$ cat src/rtl/disaster_pkg.sv
`default_nettype none
// ============================================================================
//  Module      : disaster_pkg
//  Description : Shared channel indices, level encodings and the ADC
//                threshold classifier for the sensor level conditioner.
//  Revision    : 1.0 - initial release
// ============================================================================
package disaster_pkg;

    localparam int LVL_W = 2;

    localparam logic [1:0] CH_RAIN  = 2'd0;
    localparam logic [1:0] CH_SEIS  = 2'd1;
    localparam logic [1:0] CH_WIND  = 2'd2;
    localparam logic [1:0] CH_LEVEL = 2'd3;

    localparam logic [LVL_W-1:0] LVL_NORMAL   = 2'b00;
    localparam logic [LVL_W-1:0] LVL_ELEVATED = 2'b01;
    localparam logic [LVL_W-1:0] LVL_HIGH     = 2'b10;
    localparam logic [LVL_W-1:0] LVL_SEVERE   = 2'b11;

    function automatic logic [LVL_W-1:0] classify(
        input logic [7:0] d,
        input logic [7:0] t1,
        input logic [7:0] t2,
        input logic [7:0] t3
    );
        if (d >= t3)      return LVL_SEVERE;
        else if (d >= t2) return LVL_HIGH;
        else if (d >= t1) return LVL_ELEVATED;
        else              return LVL_NORMAL;
    endfunction

endpackage
`default_nettype wire

$ cat src/rtl/level_channel.sv
`default_nettype none
// ============================================================================
//  Module      : level_channel
//  Description : One sensor channel: classifier, downward hysteresis,
//                persistence filter and stale-sample watchdog.
//  Revision    : 1.0 - initial release
// ============================================================================
module level_channel
    import disaster_pkg::*;
#(
    parameter int T1      = 64,
    parameter int T2      = 128,
    parameter int T3      = 192,
    parameter int HYST    = 8,
    parameter int PERSIST = 4,
    parameter int TIMEOUT = 1000
) (
    input  logic             clk,
    input  logic             rst,
    input  logic             i_sample_en,
    input  logic [7:0]       i_sample_data,
    output logic [LVL_W-1:0] o_level,
    output logic             o_fault,
    output logic             o_changed
);

    localparam int PW = $clog2(PERSIST + 1);
    localparam int TW = $clog2(TIMEOUT + 1);

    localparam logic [7:0]    c_t1      = 8'(T1);
    localparam logic [7:0]    c_t2      = 8'(T2);
    localparam logic [7:0]    c_t3      = 8'(T3);
    localparam logic [PW-1:0] c_persist = PW'(PERSIST);
    localparam logic [TW-1:0] c_timeout = TW'(TIMEOUT);

    logic [LVL_W-1:0] r_level;
    logic [LVL_W-1:0] r_cand;
    logic [PW-1:0]    r_cnt;
    logic [TW-1:0]    r_idle;
    logic             r_fault;
    logic             r_changed;

    logic [LVL_W-1:0] w_raw;
    logic [8:0]       w_sum;
    logic [7:0]       w_hyst_data;
    logic [LVL_W-1:0] w_target;
    logic [PW-1:0]    w_next_cnt;
    logic             w_commit;
    logic [TW-1:0]    w_idle_inc;

    // Falling readings are judged as if HYST higher, so a level only drops
    // once the signal is clearly below its threshold.
    always_comb begin
        w_raw       = classify(i_sample_data, c_t1, c_t2, c_t3);
        w_sum       = {1'b0, i_sample_data} + 9'(HYST);
        w_hyst_data = w_sum[8] ? 8'hFF : w_sum[7:0];
        w_target    = (w_raw >= r_level) ? w_raw
                                         : classify(w_hyst_data, c_t1, c_t2, c_t3);
        w_next_cnt  = (w_target == r_cand) ? (r_cnt + PW'(1)) : PW'(1);
        w_commit    = (w_target != r_level) && (w_next_cnt == c_persist);
        w_idle_inc  = r_idle + TW'(1);
    end

    always_ff @(posedge clk or posedge rst) begin
        if (rst) begin
            r_level   <= LVL_NORMAL;
            r_cand    <= LVL_NORMAL;
            r_cnt     <= '0;
            r_idle    <= '0;
            r_fault   <= 1'b0;
            r_changed <= 1'b0;
        end else begin
            r_changed <= 1'b0;
            if (i_sample_en) begin
                r_idle  <= '0;
                r_fault <= 1'b0;
                if (w_target == r_level) begin
                    r_cand <= r_level;
                    r_cnt  <= '0;
                end else begin
                    r_cand <= w_target;
                    if (w_commit) begin
                        r_level   <= w_target;
                        r_cnt     <= '0;
                        r_changed <= 1'b1;
                    end else begin
                        r_cnt <= w_next_cnt;
                    end
                end
            end else if (r_idle != c_timeout) begin
                r_idle <= w_idle_inc;
                if (w_idle_inc == c_timeout) r_fault <= 1'b1;
            end
        end
    end

    assign o_level   = r_level;
    assign o_fault   = r_fault;
    assign o_changed = r_changed;

endmodule
`default_nettype wire

$ cat src/rtl/sensor_level_conditioner.sv
`default_nettype none
// ============================================================================
//  Module      : sensor_level_conditioner
//  Description : Demultiplexes the shared ADC stream into four level
//                channels and maps their registered levels to output bits.
//  Revision    : 1.0 - initial release
// ============================================================================
module sensor_level_conditioner
    import disaster_pkg::*;
#(
    parameter int T1      = 64,
    parameter int T2      = 128,
    parameter int T3      = 192,
    parameter int HYST    = 8,
    parameter int PERSIST = 4,
    parameter int TIMEOUT = 1000
) (
    input  logic       clk,
    input  logic       rst,
    input  logic       sample_valid,
    input  logic [1:0] sample_ch,
    input  logic [7:0] sample_data,
    output logic       r1,
    output logic       r0,
    output logic       s1,
    output logic       s0,
    output logic       w1,
    output logic       w0,
    output logic       l1,
    output logic       l0,
    output logic [3:0] sensor_fault,
    output logic       level_update
);

    logic [LVL_W-1:0] w_level [4];
    logic [3:0]       w_en;
    logic [3:0]       w_changed;

    for (genvar gi = 0; gi < 4; gi++) begin : g_ch
        assign w_en[gi] = sample_valid && (sample_ch == 2'(gi));

        level_channel #(
            .T1      (T1),
            .T2      (T2),
            .T3      (T3),
            .HYST    (HYST),
            .PERSIST (PERSIST),
            .TIMEOUT (TIMEOUT)
        ) u_chan (
            .clk           (clk),
            .rst           (rst),
            .i_sample_en   (w_en[gi]),
            .i_sample_data (sample_data),
            .o_level       (w_level[gi]),
            .o_fault       (sensor_fault[gi]),
            .o_changed     (w_changed[gi])
        );
    end

    assign {r1, r0} = w_level[CH_RAIN];
    assign {s1, s0} = w_level[CH_SEIS];
    assign {w1, w0} = w_level[CH_WIND];
    assign {l1, l0} = w_level[CH_LEVEL];

    // Change flags are per-channel flops, so this OR adds no input-to-output path.
    assign level_update = |w_changed;

endmodule
`default_nettype wire
$ cat config.mk
export PLATFORM = sky130hd
export DESIGN_NAME = sensor_level_conditioner
export DESIGN_NICKNAME = d
export VERILOG_FILES = /design/src/rtl/disaster_pkg.sv /design/src/rtl/level_channel.sv /design/src/rtl/sensor_level_conditioner.sv
export SDC_FILE = /design/constraint.sdc
export NUM_CORES = 1
export LEC_CHECK = 0
export ABC_AREA = 1
export CORE_MARGIN = 2
export CORE_UTILIZATION = 45
export CTS_CLUSTER_DIAMETER = 80
export DETAILED_ROUTE_END_ITERATION = 8
export PLACE_DENSITY = 0.65
export SLEW_MARGIN = 20
export SYNTH_ARGS = -nofsm -noshare
export SYNTH_HDL_FRONTEND = slang
export SYNTH_SLANG_ARGS = --single-unit
$ cat constraint.sdc
create_clock -name clk -period 3.2 [get_ports clk]
set_input_delay 0.32 -clock clk [delete_from_list [all_inputs] [get_ports clk]]
set_output_delay 0.32 -clock clk [all_outputs]
set_load 0.03 [all_outputs]
==> impl_metrics.json <==
{
  "drt-pass1-iter-count": 4,
  "crit_fanout": 9,
  "postSynthAreaPerCell_um2": 7.616,
  "clockBufferDepth": 2,
  "synthFlopType": "dfrtp_1",
  "multi_input_comb_area_mm2": 0.002298,
  "synth-edff-count": 0,
  "cpPeakStageDelay_ps": 730,
  "cellPowerDensity_mw_per_mm2": 520.6,
  "p_leak_uw": 0.002570,
  "hold_viol": 0,
  "swShare": 0.3373,
  "dpl.hpwl_um": 6859,
  "p_switching_uw": 916.9,
  "ff_latch_area_mm2": 0.001902,
  "slew_violations": 0,
  "rsz0062_at_grt": "no",
  "path_class": "input pin to flop",
  "r2r_slack_ps": 1080,
  "ys_ff_latch": 76,
  "yosysWarnings": 0,
  "insertion_delay_ps": 350,
  "diodes": 0,
  "synth_area_mm2": 0.004623,
  "place_congestion": 0.8552,
  "ys_seq_area_frac": 0.4114,
  "peakVddDrop_v": 0.0002791,
  "setup_viol": 0,
  "period_needed_ps": 2344,
  "clock_sinks": 76,
  "grt_pass1_wl_um": 16210,
  "fin_skew_ps": 7.263,
  "grt_pass1_vias": 3769,
  "area_growth_pct": 12.96,
  "synth.net_count": 641,
  "fillers": 968,
  "p_int_uw": 1802,
  "core_mm2": 0.01014,
  "cts-root-buf": "clkbuf_8",
  "crit_arrival_ps": 2640,
  "clk_pin_slew_ps": 80,
  "drive_above_1_share": 0.09813,
  "drtAntennaViolNets": 0,
  "holdWs_ps": 380.8,
  "netlist_instances": 607,
  "post_cts_resized": 0,
  "combPwrFrac": 0.239,
  "critPathCaptureType": "flop",
  "final_nets": 671,
  "crit_chain": "clkdlybuf4s50_1, ha_1, nand2_1, nand3_1, inv_1, nand3_2, nand2_2, nand2_1, nand3_1, nand2_1, nor2_1, nand3_1, nand2_1",
  "hold_path_class": "input pin to asynchronous set/reset pin",
  "pin_count": 26,
  "cts_tree": "yes",
  "cp_common_cell": "nand2_1",
  "cts_made_buffers": 9,
  "pwr-share-clk": 0.298,
  "die_area_mm2": 0.01110,
  "async_flop_share": 1.000,
  "synth_cell_types": 30,
  "port_buffers": 22,
  "tightest_slew_ps": 603.0,
  "worstPathRequired_ps": 3490,
  "routed_wirelength_um": 9217,
  "startpoint": "sample_data[7]",
  "grt_max_degree": 43,
  "reg2reg_from": "g_ch[0].u_chan.o_level[1]",
  "rr_endpoint": "g_ch[0].u_chan.o_level[0]",
  "start_util": 0.4560,
  "postCtsSetupBuffers": 0,
  "drt_iter0_markers": 133,
  "num_rows": 37,
  "cp-endpoint": "g_ch[0].u_chan.o_level[0]",
  "wire_per_inst_um": 11.85,
  "die_w_um": 105.4,
  "grt.total_usage": 0.1763,
  "fin_crit_sh": 0.7324,
  "outcome": "finished clean",
  "antenna_found_initial": 0,
  "setup_tns_ps": 0,
  "fmax_ghz": 0.4267,
  "post-route-drc-count": 0,
  "cp-start-kind": "input pin",
  "cp_slowest_cell": "clkdlybuf4s50_1",
  "via_per_inst": 4.983,
  "drv_cap": 0,
  "hold_buffers": 0,
  "p_seq_frac": 0.463,
  "overflow": 0,
  "fp.dieH_um": 105.4,
  "slew_headroom": 0.5958,
  "reg2reg_depth": 13,
  "via_count": 3877,
  "htree_levels": 3
}
## layer usage
layer  vias up  global-route usage  wire length (um)
met5         -                   0                 0
met4         0             0.04952               127
met3        12             0.03463               231
met2        46              0.3166              4582
met1      1819              0.2137              4276
li1       2000                   -                 -
## sequential cells by signal, summed over array words and instances, names as in the netlist
| register | count |
|---|---|
| g_ch.u_chan.r_idle | 40 |
| g_ch.u_chan.r_cnt | 12 |
| g_ch.u_chan.o_level | 8 |
| g_ch.u_chan.r_cand | 8 |
| g_ch.u_chan.o_changed | 4 |
| g_ch.u_chan.o_fault | 4 |
## cells by family (layout without fill, tap and decap cells)
group,count (synthesis),after routing,synth area share
adders and majority gates,21,21,0.05683
AOI/OAI and AO/OA,36,36,0.04141
xor gates and xnor gates,26,26,0.04926
buffers and inverters,107,142,0.09148
and+or+nand+nor,341,341,0.3497
DFF,76,76,0.4114
## critical path, delay by kind of cell
| family | cells | cell delay, ps |
|---|---|---|
| fa+ha+maj | 1 | 330 |
| simple gates | 10 | 1110 |
| buf+inv | 2 | 870 |
## how the worst min path moves through the flow
stage / from / to / slack [ps] / cells after the start
after floorplan: g_ch[0].u_chan.o_fault / g_ch[0].u_chan.o_fault / 450 / 2
after global routing: rst / g_ch[3].u_chan.o_changed / 420 / 3
after global placement: g_ch[0].u_chan.o_fault / g_ch[0].u_chan.o_fault / 470 / 2
after CTS: rst / g_ch[3].u_chan.o_level[1] / 390 / 3
after detailed placement: g_ch[0].u_chan.o_fault / g_ch[0].u_chan.o_fault / 470 / 2
final: rst / g_ch[3].u_chan.o_fault / 380 / 3
## Yosys cell counts (2+ instances only)
cell type | count | area, um2
a21oi_1 | 4 | 20.02
buf_2 | 2 | 10.01
buf_4 | 5 | 37.54
clkbuf_1 | 3 | 11.26
dfrtp_1 | 76 | 1902
ha_1 | 21 | 262.8
inv_1 | 95 | 356.6
inv_2 | 2 | 7.510
nand2_1 | 136 | 510.5
nand2_2 | 13 | 81.33
nand3_1 | 70 | 350.3
nand3_2 | 9 | 90.09
nand3b_1 | 4 | 30.03
nand4_1 | 18 | 112.6
nor2_1 | 59 | 221.5
nor2_2 | 5 | 31.28
nor3_1 | 12 | 60.06
nor3_2 | 6 | 60.06
nor4_1 | 2 | 12.51
o21ai_0 | 25 | 125.1
o22ai_1 | 4 | 25.02
or2_2 | 4 | 25.02
xnor2_1 | 7 | 61.31
xor2_1 | 19 | 166.4
## layout by cell type (no fill, tap or decap), types with 2 or more instances in the layout
master,synthesis,routed
nand3_2,9,9
nand2_2,13,13
nor3_1,12,12
nor2_1,59,59
o22ai_1,4,4
inv_2,2,3
clkbuf_8,0,9
inv_1,95,94
nand4_1,18,18
nand2_1,136,136
clkdlybuf4s50_1,0,22
nand3_1,70,70
or2_2,4,4
ha_1,21,21
xnor2_1,7,7
nand3b_1,4,4
xor2_1,19,19
clkinv_2,0,2
nor2_2,5,5
bufinv_16,0,2
o21ai_0,25,25
nor3_2,6,6
buf_4,5,7
a21oi_1,4,4
dfrtp_1,76,76
nor4_1,2,2
## area by class of cell
class	instances	area share
Multi-Input combinational cell	424	0.4401
Tap cell	136	0.03258
Clock buffer	10	0.02444
Timing Repair Buffer	29	0.05223
Sequential cell	76	0.3642
Inverter	97	0.06972
Clock inverter	6	0.01677
## stage by stage
stage,worst slack [ps],instances,power [uW],area (um2),utilization
after floorplan,941.7,607,1762,4623,-
after global placement,592.5,762,1896,5007,0.4939
after detailed placement,550.9,762,1927,5007,0.4939
after CTS,923.8,778,2750,5223,0.5151
after global routing,634.7,778,2914,5223,0.5151
final,856.3,778,2719,5223,0.5151
## power by group through the flow
| stage | logic, uW | clock network [uW] | registers, uW |
|---|---|---|---|
| final | 649 | 810 | 1260 |
| after detailed placement | 653 | 0 | 1270 |
| after global placement | 625 | 0 | 1270 |
| after global routing | 759 | 870 | 1280 |
| after CTS | 656 | 836 | 1260 |
| after floorplan | 519 | 0 | 1240 |
No activity file was read; power rests on OpenSTA's default activity.
